$ cat src/rtl/intersection_sequencer.sv
// Two-road traffic-light sequencer with tick-based state timers, a pedestrian
// green-shortening request, and flashing-yellow night operation.
module intersection_sequencer #(
    parameter int unsigned T_GREEN   = 30,
    parameter int unsigned T_YELLOW  = 3,
    parameter int unsigned T_ALL_RED = 2,
    parameter int unsigned T_PED_MIN = 5
) (
    input  logic       clk,
    input  logic       rst,
    input  logic       tick,
    input  logic       enable,
    input  logic       night_mode,
    input  logic       ped_req,
    output logic       div_enable,
    output logic       ns_red,
    output logic       ns_yellow,
    output logic       ns_green,
    output logic       ew_red,
    output logic       ew_yellow,
    output logic       ew_green,
    output logic       ped_walk,
    output logic [2:0] phase,
    output logic [7:0] remaining
);

    typedef enum logic [2:0] {
        S_NS_GREEN  = 3'd0,
        S_NS_YELLOW = 3'd1,
        S_ALL_RED_1 = 3'd2,
        S_EW_GREEN  = 3'd3,
        S_EW_YELLOW = 3'd4,
        S_ALL_RED_2 = 3'd5,
        S_NIGHT     = 3'd6
    } state_t;

    localparam logic [7:0] DUR_GREEN   = 8'(T_GREEN - 1);
    localparam logic [7:0] DUR_YELLOW  = 8'(T_YELLOW - 1);
    localparam logic [7:0] DUR_ALL_RED = 8'(T_ALL_RED - 1);
    localparam logic [7:0] PED_LOAD    = 8'(T_PED_MIN - 1);

    // Lamp vector order: {ns_red, ns_yellow, ns_green, ew_red, ew_yellow, ew_green, ped_walk}
    localparam logic [6:0] LAMPS_ALL_RED = 7'b1001000;

    state_t     state_q, state_d;
    logic [7:0] timer_q, timer_d;
    logic       ped_pending_q, ped_pending_d;
    logic       ped_used_q, ped_used_d;
    logic       blink_q, blink_d;
    logic       night_req_q, night_req_d;
    logic [6:0] lamps_q;
    logic       adv;
    logic       expire;

    function automatic logic [6:0] decode_lamps(input state_t s, input logic b);
        logic [6:0] l;
        case (s)
            S_NS_GREEN:  l = 7'b0011000;
            S_NS_YELLOW: l = 7'b0101000;
            S_EW_GREEN:  l = 7'b1000011;
            S_EW_YELLOW: l = 7'b1000100;
            S_NIGHT:     l = {1'b0, b, 1'b0, 1'b0, b, 1'b0, 1'b0};
            default:     l = LAMPS_ALL_RED;
        endcase
        return l;
    endfunction

    assign adv    = enable & tick;
    assign expire = adv & (timer_q == '0);

    always_comb begin
        state_d       = state_q;
        timer_d       = timer_q;
        ped_pending_d = ped_pending_q | ped_req;
        ped_used_d    = ped_used_q;
        blink_d       = blink_q;
        night_req_d   = night_req_q;

        if (adv && timer_q != '0) begin
            timer_d = timer_q - 8'd1;
        end

        case (state_q)
            S_NS_GREEN: begin
                if (expire) begin
                    state_d     = S_NS_YELLOW;
                    timer_d     = DUR_YELLOW;
                    night_req_d = night_mode;
                // A fresh press is honoured on the same edge it is latched.
                end else if (enable && !ped_used_q && (ped_pending_q || ped_req)
                             && timer_q > PED_LOAD) begin
                    timer_d    = PED_LOAD;
                    ped_used_d = 1'b1;
                end
            end
            S_NS_YELLOW: begin
                if (expire) begin
                    state_d = S_ALL_RED_1;
                    timer_d = DUR_ALL_RED;
                end
            end
            S_ALL_RED_1: begin
                if (expire) begin
                    if (night_req_q) begin
                        state_d = S_NIGHT;
                        timer_d = '0;
                        blink_d = 1'b1;
                    end else begin
                        state_d       = S_EW_GREEN;
                        timer_d       = DUR_GREEN;
                        ped_pending_d = 1'b0;
                    end
                end
            end
            S_EW_GREEN: begin
                if (expire) begin
                    state_d     = S_EW_YELLOW;
                    timer_d     = DUR_YELLOW;
                    night_req_d = night_mode;
                end
            end
            S_EW_YELLOW: begin
                if (expire) begin
                    state_d = S_ALL_RED_2;
                    timer_d = DUR_ALL_RED;
                end
            end
            S_ALL_RED_2: begin
                if (expire) begin
                    if (night_req_q) begin
                        state_d = S_NIGHT;
                        timer_d = '0;
                        blink_d = 1'b1;
                    end else begin
                        state_d    = S_NS_GREEN;
                        timer_d    = DUR_GREEN;
                        ped_used_d = 1'b0;
                    end
                end
            end
            S_NIGHT: begin
                timer_d = '0;
                if (adv) begin
                    if (!night_mode) begin
                        state_d     = S_ALL_RED_2;
                        timer_d     = DUR_ALL_RED;
                        blink_d     = 1'b0;
                        night_req_d = 1'b0;
                    end else begin
                        blink_d = ~blink_q;
                    end
                end
            end
            default: begin
                state_d = S_ALL_RED_2;
                timer_d = DUR_ALL_RED;
            end
        endcase
    end

    always_ff @(posedge clk or posedge rst) begin
        if (rst) begin
            state_q       <= S_ALL_RED_2;
            timer_q       <= DUR_ALL_RED;
            ped_pending_q <= 1'b0;
            ped_used_q    <= 1'b0;
            blink_q       <= 1'b0;
            night_req_q   <= 1'b0;
            lamps_q       <= LAMPS_ALL_RED;
        end else begin
            state_q       <= state_d;
            timer_q       <= timer_d;
            ped_pending_q <= ped_pending_d;
            ped_used_q    <= ped_used_d;
            blink_q       <= blink_d;
            night_req_q   <= night_req_d;
            lamps_q       <= decode_lamps(state_d, blink_d);
        end
    end

    assign div_enable = enable;
    assign phase      = state_q;
    assign remaining  = timer_q;
    assign {ns_red, ns_yellow, ns_green, ew_red, ew_yellow, ew_green, ped_walk} = lamps_q;

endmodule

$ cat config.mk
export PLATFORM = sky130hd
export DESIGN_NAME = intersection_sequencer
export DESIGN_NICKNAME = d
export VERILOG_FILES = /design/src/rtl/intersection_sequencer.sv
export SDC_FILE = /design/constraint.sdc
export NUM_CORES = 1
export LEC_CHECK = 0
export ABC_AREA = 1
export CAP_MARGIN = 20
export CELL_PAD_IN_SITES_DETAIL_PLACEMENT = 1
export CELL_PAD_IN_SITES_GLOBAL_PLACEMENT = 2
export CORE_ASPECT_RATIO = 1.1
export CORE_UTILIZATION = 28
export DETAILED_ROUTE_END_ITERATION = 10
export PLACE_DENSITY = 0.73
export SYNTH_ARGS = -nofsm -noshare
export SYNTH_HDL_FRONTEND = slang
export SYNTH_SLANG_ARGS = --single-unit
export TNS_END_PERCENT = 5
$ cat constraint.sdc
create_clock -name clk -period 2.4 [get_ports clk]
set_input_delay 0.48 -clock clk [delete_from_list [all_inputs] [get_ports clk]]
set_output_delay 0.48 -clock clk [all_outputs]
set_load 0.05 [all_outputs]
==> impl_metrics.env, run 1 <==
export IMPL_run_status="completed"
export IMPL_fp_coreArea_um2=4680
export IMPL_synthTopCellsByCount="sky130_fd_sc_hd__nand2_1, sky130_fd_sc_hd__nor2_1, sky130_fd_sc_hd__inv_1"
export IMPL_placed_cells_incl_taps=276
export IMPL_antenna_violations_before_repair=0
export IMPL_met1_length_um=1860
export IMPL_wirelength_um=3980
export IMPL_crit_type="flip-flop to output port"
export IMPL_timing_final_max_slew_violations=0
export IMPL_final_layout_size_suffix_gt1_frac=0.129
export IMPL_post_layout_total_power_mw=1.27
export IMPL_syn_area_per_cell_um2=7.01
export IMPL_fillerInstances=613
export IMPL_ys_seq_area_frac=0.389
export IMPL_multi_input_comb_area_um2=689
export IMPL_ys_dominant_reg_cell="sky130_fd_sc_hd__dfrtp_1"
export IMPL_power_static_leakage_nw=0.809
export IMPL_grt_pass1_vias=1366
export IMPL_antenna_cells=0
export IMPL_arrival_ns=1.73
export IMPL_routed_top_layer="met4"
export IMPL_antenna_left=0
export IMPL_worst_hold_slack_ns=0.549
export IMPL_dp_final_hpwl_um=3130
export IMPL_instances_no_fill=280
export IMPL_post_cts_buffers=0
export IMPL_timing_critical_path_slowest_stage_cell="sky130_fd_sc_hd__clkdlybuf4s50_1"
export IMPL_grt_pass1_wl_um=6440
export IMPL_routed_met3_length_um=64
export IMPL_timing_critical_path_max_delay_family="buffers and inverters"
export IMPL_path_clk_slew_ns=0.09
export IMPL_holdCritPathClass="input port to async pin"
export IMPL_grt_setup_unrepaired="false"
export IMPL_cts_root_buf="sky130_fd_sc_hd__clkbuf_8"
export IMPL_maxCapViolations=0
export IMPL_layout_nets=233
export IMPL_area_growth_syn_to_layout_pct=27.4
export IMPL_finalCritPeriodShare=0.923
export IMPL_die_h_um=75.3
export IMPL_place_gp_congestion=0.842
export IMPL_synth_cell_types=23
export IMPL_path_cells="clkdlybuf4s50_1"
export IMPL_syn_num_nets=203
export IMPL_startpoint_type="flip-flop"
export IMPL_min_period_ns=2.21
export IMPL_grt_overflow=0
export IMPL_hold_viol_final=0
export IMPL_numPortBuffers=24
export IMPL_start_util=0.292
export IMPL_route_met2_wl_um=2020
export IMPL_clock_tree_buffer_depth=2
export IMPL_finalClockSkew_ns=0.00274
export IMPL_gr_usage_all_layers=0.171
export IMPL_timing_critical_path_to_type="output port"
export IMPL_pin_count_of_the_biggest_net_entering_global_routing=22
export IMPL_viasPerCell=4.68
export IMPL_clkSinkCount=21
export IMPL_final_seq_area_um2=532
export IMPL_yosysTopAreaCellShare=0.293
export IMPL_die_area_um2=5170
export IMPL_postCtsHoldBufs=0
export IMPL_path_buf_inv=1
export IMPL_timing_critical_path_required_ns=1.92
export IMPL_top_level_ports=25
export IMPL_power_per_cell_area_nw_per_um2=727
export IMPL_syn_instance_count=195
export IMPL_dpl_worst_slack_ns=0.144
export IMPL_cp_startpoint="phase[0]"
export IMPL_timing_critical_path_slowest_cell_delay_ns=0.83
export IMPL_yosysMostFrequentCell="sky130_fd_sc_hd__nand2_1"
export IMPL_rows=26
export IMPL_detail_route_first_pass_iterations=4
export IMPL_drt_wirelength_per_cell_um=14.2
export IMPL_remaining_drc_errors=0
export IMPL_critPathMaxFanout=8
export IMPL_async_set_or_reset_flop_fraction_in_the_synthesized_netlist=1.00
export IMPL_synthesis_yosys_warnings=0
export IMPL_chipWidth_um=68.6
export IMPL_relSlewSlack=0.659
export IMPL_initialDrtViolationCount=40
export IMPL_timing_setup_tns_ns=0
export IMPL_cts_resized_gates=0
export IMPL_timing_final_setup_violations=0
export IMPL_r2r_start="remaining[0]"
export IMPL_top_cell_type_by_total_area_after_synthesis="sky130_fd_sc_hd__dfrtp_1"
export IMPL_synth_seq_cells=21
export IMPL_clock_latency_ns=0.27
export IMPL_synthesis_area_um2=1370
export IMPL_fmax_mhz=451
export IMPL_tritoncts="yes"
export IMPL_final_critical_path_setup_slack_ns=0.185
export IMPL_synth_enable_flop_cells=0
export IMPL_ir_worst_vdd_mv=0.181
export IMPL_worstMarginPinSlew_ns=0.510
export IMPL_num_vias=1311
export IMPL_cts_htree_levels=1
export IMPL_number_of_buffers_inserted_during_clock_tree_synthesis=3
export IMPL_synth_area_top_cells="sky130_fd_sc_hd__dfrtp_1, sky130_fd_sc_hd__nand2_1, sky130_fd_sc_hd__dfstp_2"
-- cell type report --
| type | count | share of cell area |
|---|---|---|
| Clock inverter | 1 | 0.00287 |
| Multi-Input combinational cell | 138 | 0.396 |
| Timing Repair Buffer | 28 | 0.161 |
| Clock buffer | 3 | 0.0237 |
| Tap cell | 56 | 0.0402 |
| Inverter | 33 | 0.0711 |
| Sequential cell | 21 | 0.305 |
-- final timing paths --
check / end / slack (ns) / cells after the start
min: remaining[6] / 0.55 / 3
max in group asynchronous: phase[2] / 1.57 / 3
min in group clk: ped_used_q / 0.57 / 2
min reg2reg: ped_used_q / 0.57 / 2
max: phase[0] / 0.19 / 1
max reg2reg: remaining[4] / 0.42 / 10
-- power by group --
part           internal (mW)  switching [mW]
clock                  0.116           0.134
combinational          0.182           0.356
sequential             0.407          0.0703
-- metal layers --
layer | vias up | track usage
met3 | 4 | 0.0195
met4 | 0 | 0.0486
met2 | 15 | 0.307
li1 | 660 | -
met1 | 632 | 0.213
met5 | - | 0
-- tightest hold or removal path: stages --
cell and delay, ns:
sky130_fd_sc_hd__clkdlybuf4s50_1 0.40, sky130_fd_sc_hd__inv_1 0.05, sky130_fd_sc_hd__buf_4 0.29
-- registers in the layout (all words and copies together), names as in the netlist --
register	cells
blink_q	1
ped_pending_q	1
lamps_q	6
ped_used_q	1
phase	3
remaining	8
night_req_q	1
-- metrics by stage --
stage	cell area, µm²	util
final	1740	0.372
after global routing	1740	0.372
after CTS	1740	0.372
after detailed placement	1700	0.362
after global placement	1700	0.362
after floorplan	1370	-
-- cell usage in the layout, fill, tap and decap left out --
master / instances
sky130_fd_sc_hd__a21boi_0: 1
sky130_fd_sc_hd__a21oi_1: 7
sky130_fd_sc_hd__a21oi_4: 1
sky130_fd_sc_hd__buf_12: 1
sky130_fd_sc_hd__buf_4: 4
sky130_fd_sc_hd__clkbuf_8: 3
sky130_fd_sc_hd__clkdlybuf4s50_1: 23
sky130_fd_sc_hd__clkinv_2: 1
sky130_fd_sc_hd__dfrtp_1: 16
sky130_fd_sc_hd__dfstp_2: 5
sky130_fd_sc_hd__ha_1: 2
sky130_fd_sc_hd__inv_1: 29
sky130_fd_sc_hd__inv_2: 4
sky130_fd_sc_hd__nand2_1: 45
sky130_fd_sc_hd__nand2_2: 2
sky130_fd_sc_hd__nand3_1: 18
sky130_fd_sc_hd__nand3_2: 2
sky130_fd_sc_hd__nor2_1: 31
sky130_fd_sc_hd__nor2_2: 1
sky130_fd_sc_hd__nor2_4: 2
sky130_fd_sc_hd__nor3_1: 2
sky130_fd_sc_hd__nor3_2: 1
sky130_fd_sc_hd__o21ai_0: 15
sky130_fd_sc_hd__o21ai_4: 1
sky130_fd_sc_hd__o21bai_1: 1
sky130_fd_sc_hd__or2_2: 1
sky130_fd_sc_hd__xor2_1: 5
-- cell families (layout without fill, tap and decap cells) --
family	Yosys count	in the layout	synth area share
XOR/XNOR	5	5	0.0320
adder cells (fa/ha/maj)	2	2	0.0183
flip-flops	21	21	0.389
AO/OA/AOI/OAI	26	26	0.115
AND/OR/NAND/NOR	105	105	0.339
buffers and inverters	36	65	0.107
Note: power is estimated with default switching activity, not from simulation.
==> inputs of run 2 (changes only) <==
--- a/config.mk
+++ b/config.mk
@@ -12,6 +12,7 @@
 export CORE_ASPECT_RATIO = 1.1
 export CORE_UTILIZATION = 28
 export DETAILED_ROUTE_END_ITERATION = 10
+export HOLD_SLACK_MARGIN = 0.05
 export PLACE_DENSITY = 0.73
 export SYNTH_ARGS = -nofsm -noshare
 export SYNTH_HDL_FRONTEND = slang
==> results of run 2 <==
No change in the layout: final DEF, timing and power equal those of run 1.
